===== src/rtl/fsk_bit_framer.sv =====
// fsk_bit_framer: byte FIFO + UART-style framer feeding one bit per symbol to an FSK modulator
//
// Ports:
//   clk         system clock, all logic on posedge
//   reset       synchronous, active-low reset
//   din         byte to transmit
//   din_valid   din is valid this cycle
//   din_ready   FIFO can accept (write when din_valid && din_ready)
//   dado        current symbol bit to the modulator (registered)
//   sym_start   one-cycle pulse in the first cycle of each symbol (registered)
//   busy        frame in progress or FIFO non-empty (registered)
//   fifo_level  bytes currently buffered
module fsk_bit_framer #(
    parameter int SYMBOL_LEN = 32,
    parameter int FIFO_DEPTH = 4,
    parameter int PARITY_EN  = 0
) (
    input  logic                                 clk,
    input  logic                                 reset,
    input  logic [7:0]                           din,
    input  logic                                 din_valid,
    output logic                                 din_ready,
    output logic                                 dado,
    output logic                                 sym_start,
    output logic                                 busy,
    output logic [$clog2(FIFO_DEPTH+1)-1:0]      fifo_level
);
    localparam int CW = $clog2(SYMBOL_LEN);
    localparam int PW = $clog2(FIFO_DEPTH);
    localparam int LW = $clog2(FIFO_DEPTH + 1);

    localparam logic [2:0] IDLE   = 3'd0;
    localparam logic [2:0] START  = 3'd1;
    localparam logic [2:0] DATA   = 3'd2;
    localparam logic [2:0] PARITY = 3'd3;
    localparam logic [2:0] STOP   = 3'd4;

    logic [CW-1:0] sym_cnt_q, sym_cnt_d;
    logic [2:0]    state_q, state_d;
    logic [7:0]    shift_q, shift_d;
    logic          par_q, par_d;
    logic [2:0]    bit_idx_q, bit_idx_d;
    logic          dado_q, dado_d;
    logic          sym_start_q, sym_start_d;
    logic          busy_q, busy_d;
    logic [LW-1:0] level_q, level_d;
    logic [PW-1:0] rd_q, rd_d, wr_q, wr_d;
    logic [7:0]    mem [FIFO_DEPTH];
    logic          boundary, push, pop;

    always_comb begin
        boundary    = sym_cnt_q == CW'(SYMBOL_LEN - 1);
        din_ready   = level_q != LW'(FIFO_DEPTH);
        push        = din_valid && din_ready;
        // pop uses the pre-edge level, so a byte pushed on a boundary edge waits a symbol
        pop         = boundary && (state_q == IDLE || state_q == STOP) && level_q != '0;
        sym_cnt_d   = boundary ? '0 : sym_cnt_q + CW'(1);
        sym_start_d = boundary;
        level_d     = level_q + LW'(push) - LW'(pop);
        rd_d        = rd_q + PW'(pop);
        wr_d        = wr_q + PW'(push);
        state_d     = state_q;
        shift_d     = shift_q;
        par_d       = par_q;
        bit_idx_d   = bit_idx_q;
        dado_d      = dado_q;
        if (boundary) begin
            case (state_q)
                IDLE, STOP: begin
                    if (pop) begin
                        shift_d = mem[rd_q];
                        par_d   = ^mem[rd_q];
                        dado_d  = 1'b0;
                        state_d = START;
                    end else begin
                        dado_d  = 1'b1;
                        state_d = IDLE;
                    end
                end
                START: begin
                    dado_d    = shift_q[0];
                    bit_idx_d = 3'd0;
                    state_d   = DATA;
                end
                DATA: begin
                    if (bit_idx_q != 3'd7) begin
                        shift_d   = shift_q >> 1;
                        bit_idx_d = bit_idx_q + 3'd1;
                        dado_d    = shift_q[1];
                    end else if (PARITY_EN != 0) begin
                        dado_d  = par_q;
                        state_d = PARITY;
                    end else begin
                        dado_d  = 1'b1;
                        state_d = STOP;
                    end
                end
                PARITY: begin
                    dado_d  = 1'b1;
                    state_d = STOP;
                end
                default: begin
                    dado_d  = 1'b1;
                    state_d = IDLE;
                end
            endcase
        end
        busy_d = state_d != IDLE || level_d != '0;
    end

    always_ff @(posedge clk) begin
        if (!reset) begin
            sym_cnt_q   <= '0;
            state_q     <= IDLE;
            shift_q     <= '0;
            par_q       <= 1'b0;
            bit_idx_q   <= '0;
            dado_q      <= 1'b1;
            sym_start_q <= 1'b0;
            busy_q      <= 1'b0;
            level_q     <= '0;
            rd_q        <= '0;
            wr_q        <= '0;
        end else begin
            sym_cnt_q   <= sym_cnt_d;
            state_q     <= state_d;
            shift_q     <= shift_d;
            par_q       <= par_d;
            bit_idx_q   <= bit_idx_d;
            dado_q      <= dado_d;
            sym_start_q <= sym_start_d;
            busy_q      <= busy_d;
            level_q     <= level_d;
            rd_q        <= rd_d;
            wr_q        <= wr_d;
        end
    end

    always_ff @(posedge clk) begin
        if (reset && push) mem[wr_q] <= din;
    end

    assign dado       = dado_q;
    assign sym_start  = sym_start_q;
    assign busy       = busy_q;
    assign fifo_level = level_q;
endmodule


===== config.mk =====
export PLATFORM = sky130hd
export DESIGN_NAME = fsk_bit_framer
export DESIGN_NICKNAME = d
export VERILOG_FILES = /design/src/rtl/fsk_bit_framer.sv
export SDC_FILE = /design/constraint.sdc
export NUM_CORES = 1
export LEC_CHECK = 0
export ABC_AREA = 1
export CAP_MARGIN = 25
export CORE_MARGIN = 8
export CORE_UTILIZATION = 55
export DETAILED_ROUTE_END_ITERATION = 10
export DONT_BUFFER_PORTS = 1
export PLACE_DENSITY = 0.7
export SYNTH_ARGS = -nofsm -noshare
export SYNTH_HDL_FRONTEND = slang
export SYNTH_SLANG_ARGS = --single-unit

===== constraint.sdc =====
create_clock -name clk -period 3.9 [get_ports clk]
set_input_delay 0.39 -clock clk [delete_from_list [all_inputs] [get_ports clk]]
set_output_delay 0.39 -clock clk [all_outputs]
set_load 0.005 [all_outputs]

==> reports/qor.txt <==
Initial antenna violation count: 0
FF-to-FF path depth: 17
IO Port Bufs: 0
Grt met3 use: 3.75%
All-Layer GR Usage: 14.9%
CP max FO: 7
Largest family of logic cells by synthesized area: simple AND/OR/NAND/NOR gates
Rel. slew slack: 51.5%
Post-Syn Area: 0.00285 sq mm
Net Sw Power: 298 uW
Vias in the first global route: 1972
Area of the die: 0.00774 sq mm
Critical path's most frequent cell: nand2_1
Total Wirelength: 5020 microns
Initial core utilization: 56.5%
Clock Tree Buf Depth: 2
Area grow syn2layout: 9.04%
Worst EP arrival: 3.11 ns
Least-Margin Pin Slew: 0.727 ns
Syn nets: 359
Hpwl dp: 3510 microns
Internal power: 1.04 mW
Ys async rst share: 0%
Post-cts hold buffer count: 0
Setup TNS: 0 ns
CTS tree: done
Met1 usage: 18.8%
Cts repair resizes: 0
Starting DRT DRC Count: 110
Seq/Total Area, Yosys: 54.1%
Hold Startpoint: din[4]
Min Tclk post-route: 2.88 ns
Clock Power Share: 39.1%
RD Place Congestion: 0.841
Fillers: 441
Total CTS buffers: 9
Setup bufs post-CTS: 0
R2R Path Start: sym_cnt_q[0]$_SDFF_PP0_
Crit path cell chain: ha_1, nand2_1, nor2_1, ha_1, inv_1, nor2_2, nand2_1, inv_1, nand2_1, nand2_1, ha_1, fa_1, or2_2, nor2_1, nand3_1, nand2_1, inv_1
Final period util: 73.7%
Drc violations: 0
Area leader, netlist: edfxtp_1
# nets final: 367
Most Used Layer, Global Route: met2
Share of the synthesized area in the top cell type: 33.7%
Synth Area in Compound Gates: 3.07%
Skew-Pair Late Insertion Delay: 0.33 ns
Global route overflow: 0
Mean Syn Cell Area: 8.36 sq um
Largest net degree at the start of global routing: 19
Number of flops mapped to enable cells by yosys: 32
Sw Share: 22.3%
First-pass GRT wire length: 8910 microns
Unrepaired setup endpoints after global routing: false
Simple-gate share of the synthesized area: 29.0%
Area post-placement: 0.00292 sq mm
CTS root buffer: clkbuf_8
Pre-Repair DR Iteration Count: 6
Via Count: 2003
Post-route cell area: 0.00311 sq mm
CTS sink cnt: 61
Mux contribution to synthesized area: 0%
CP Launch Type: flop
Drt via density: 4.72
Max Cap Viol: 0
Master of the slowest instance on the critical path: fa_1
GR Util met2: 23.3%
Die W: 88.0 microns
CP Launch Point: sym_cnt_q[0]$_SDFF_PP0_
I/O Pins: 18
Worst EP required: 4.13 ns
Crit path largest cell delay: 0.43 ns
Core ar.: 0.00504 sq mm
Distinct cells, synth: 26
Setup-failing EPs final: 0
Peak VDD IR: 325 uV
Critical path class: flop to flop
Hold Violations, Final: 0
Most frequent cell after synthesis: nand2_1
Post-synth top flop: edfxtp_1
H-tree levels: 3
YS warnings: 0
Antenna Nets Post-Route: 0
Max Slew Vio Count: 0
Power per Cell Area: 431 mW/mm^2
Clk_skew: 0.00627 ns
# diodes: 0
Die height: 88.0 microns
P_leak: 1.47 nW
R2R Path End: busy$_SDFF_PN0_
Post-synthesis register bit count: 61
Synth top cells by count: 116 x nand2_1, 61 x inv_1, 32 x edfxtp_1, 29 x dfxtp_1, 20 x nand3_1
Hold crit path type: input pin to flop
Endpoint class of the critical path: flop
Post-Synth XOR/XNOR Area: 0.307%
Layout cells sized above 1: 13.0%
WL per Instance: 11.8 microns
Sequential share of power: 53.8%
F_max: 348 MHz
Logic pwr share: 7.1%
Row cnt: 26
Top cells by area, synth: edfxtp_1 34%, dfxtp_1 20%, nand2_1 15%, inv_1 8.0%, nor2_2 4.2%
Synth Instances: 341
Status: completed
Capture point of the worst path: busy$_SDFF_PN0_
R2r setup slk: 1.02 ns
Adder-Cell Fraction of Synth Area: 3.34%
Clock-pin slew of the registers on the worst-case setup and hold paths: 0.07 ns
[area by class of cell]
cell class                 instances  area (sq um)  share of cell area (%)
sequential                        61          1540                    49.6
multi-input combinational        209          1020                    32.7
inverter                          64           240                    7.73
clock buffer                      15           186                    6.00
tap                               70          87.6                    2.82
timing repair buffer               4          30.0                   0.966
clock inverter                     1          5.00                   0.161
[critical path: cells and delay by family (launching register included)]
family	cells	cell delay [ns]
fa+ha+maj	4	1.04
buf+inv	3	0.28
flops	1	0.35
simple gates	10	1.09
[state kept, by name, indices dropped and copies added, names as in the netlist]
register	flops
shift_q	8
bit_idx_q	3
fifo_level	3
busy	1
wr_q	2
dado	1
sym_cnt_q	5
rd_q	2
state_q	3
sym_start	1
mem	32
[routing by layer]
layer  share of wire [%]  wire (microns)
met5                   0               0
met4                 1.4              72
met3                 4.5             227
met2                  46            2300
met1                  48            2420
[power by group through the flow]
stage / Clock [mW] / Sequential (mW) / Combinational, mW
2_1_floorplan: 0 / 0.731 / 0.0756
6_report: 0.524 / 0.721 / 0.0945
3_5_place_dp: 0 / 0.735 / 0.0946
4_1_cts: 0.530 / 0.721 / 0.0953
5_1_grt: 0.562 / 0.724 / 0.110
3_3_place_gp: 0 / 0.734 / 0.0923
[cells by family after synthesis]
family          Yosys count
compound gates           17
xor+xnor                  1
fa+ha+maj                 7
buf+inv                  71
flops                    61
simple gates            184
[cell usage in the layout, fill, tap and decap left out]
cell	synthesis	routed
o21bai_1	1	1
clkinv_1	1	1
nand2_4	2	2
nand3_1	20	20
nor3_1	5	5
inv_2	2	2
fa_1	1	1
nor2_1	16	16
nand3_4	1	1
ha_1	6	6
a21oi_1	12	12
nand2_2	2	2
nand2_1	116	116
xnor2_1	1	1
or2_2	1	1
buf_4	1	4
o21ai_0	4	4
nor3b_1	1	1
dfxtp_1	29	29
edfxtp_1	32	32
clkinv_2	0	1
nor2_8	1	1
inv_1	61	61
clkbuf_1	1	2
clkbuf_8	0	13
nor2_2	19	19
[how the worst min path moves through the flow]
stage,to,cells after the start
after floorplan,sym_cnt_q[0]$_SDFF_PP0_,1
after global placement,sym_cnt_q[0]$_SDFF_PP0_,1
after detailed placement,sym_cnt_q[0]$_SDFF_PP0_,1
after CTS,mem[1][1]$_DFFE_PP_,0
after global routing,mem[3][4]$_DFFE_PP_,0
final,mem[2][4]$_DFFE_PP_,0
[through the flow]
step	cells	power, mW	util (%)	worst slack (ns)	hold slack, ns
2_1_floorplan	341	0.806	-	1.31	0.418
3_3_place_gp	408	0.826	57.8	1.16	0.430
3_5_place_dp	408	0.830	57.8	1.04	0.449
4_1_cts	424	1.35	61.6	1.01	0.143
5_1_grt	424	1.40	61.6	0.769	0.139
6_report	424	1.34	61.6	1.02	0.152
(Power assumes the default switching activity.)
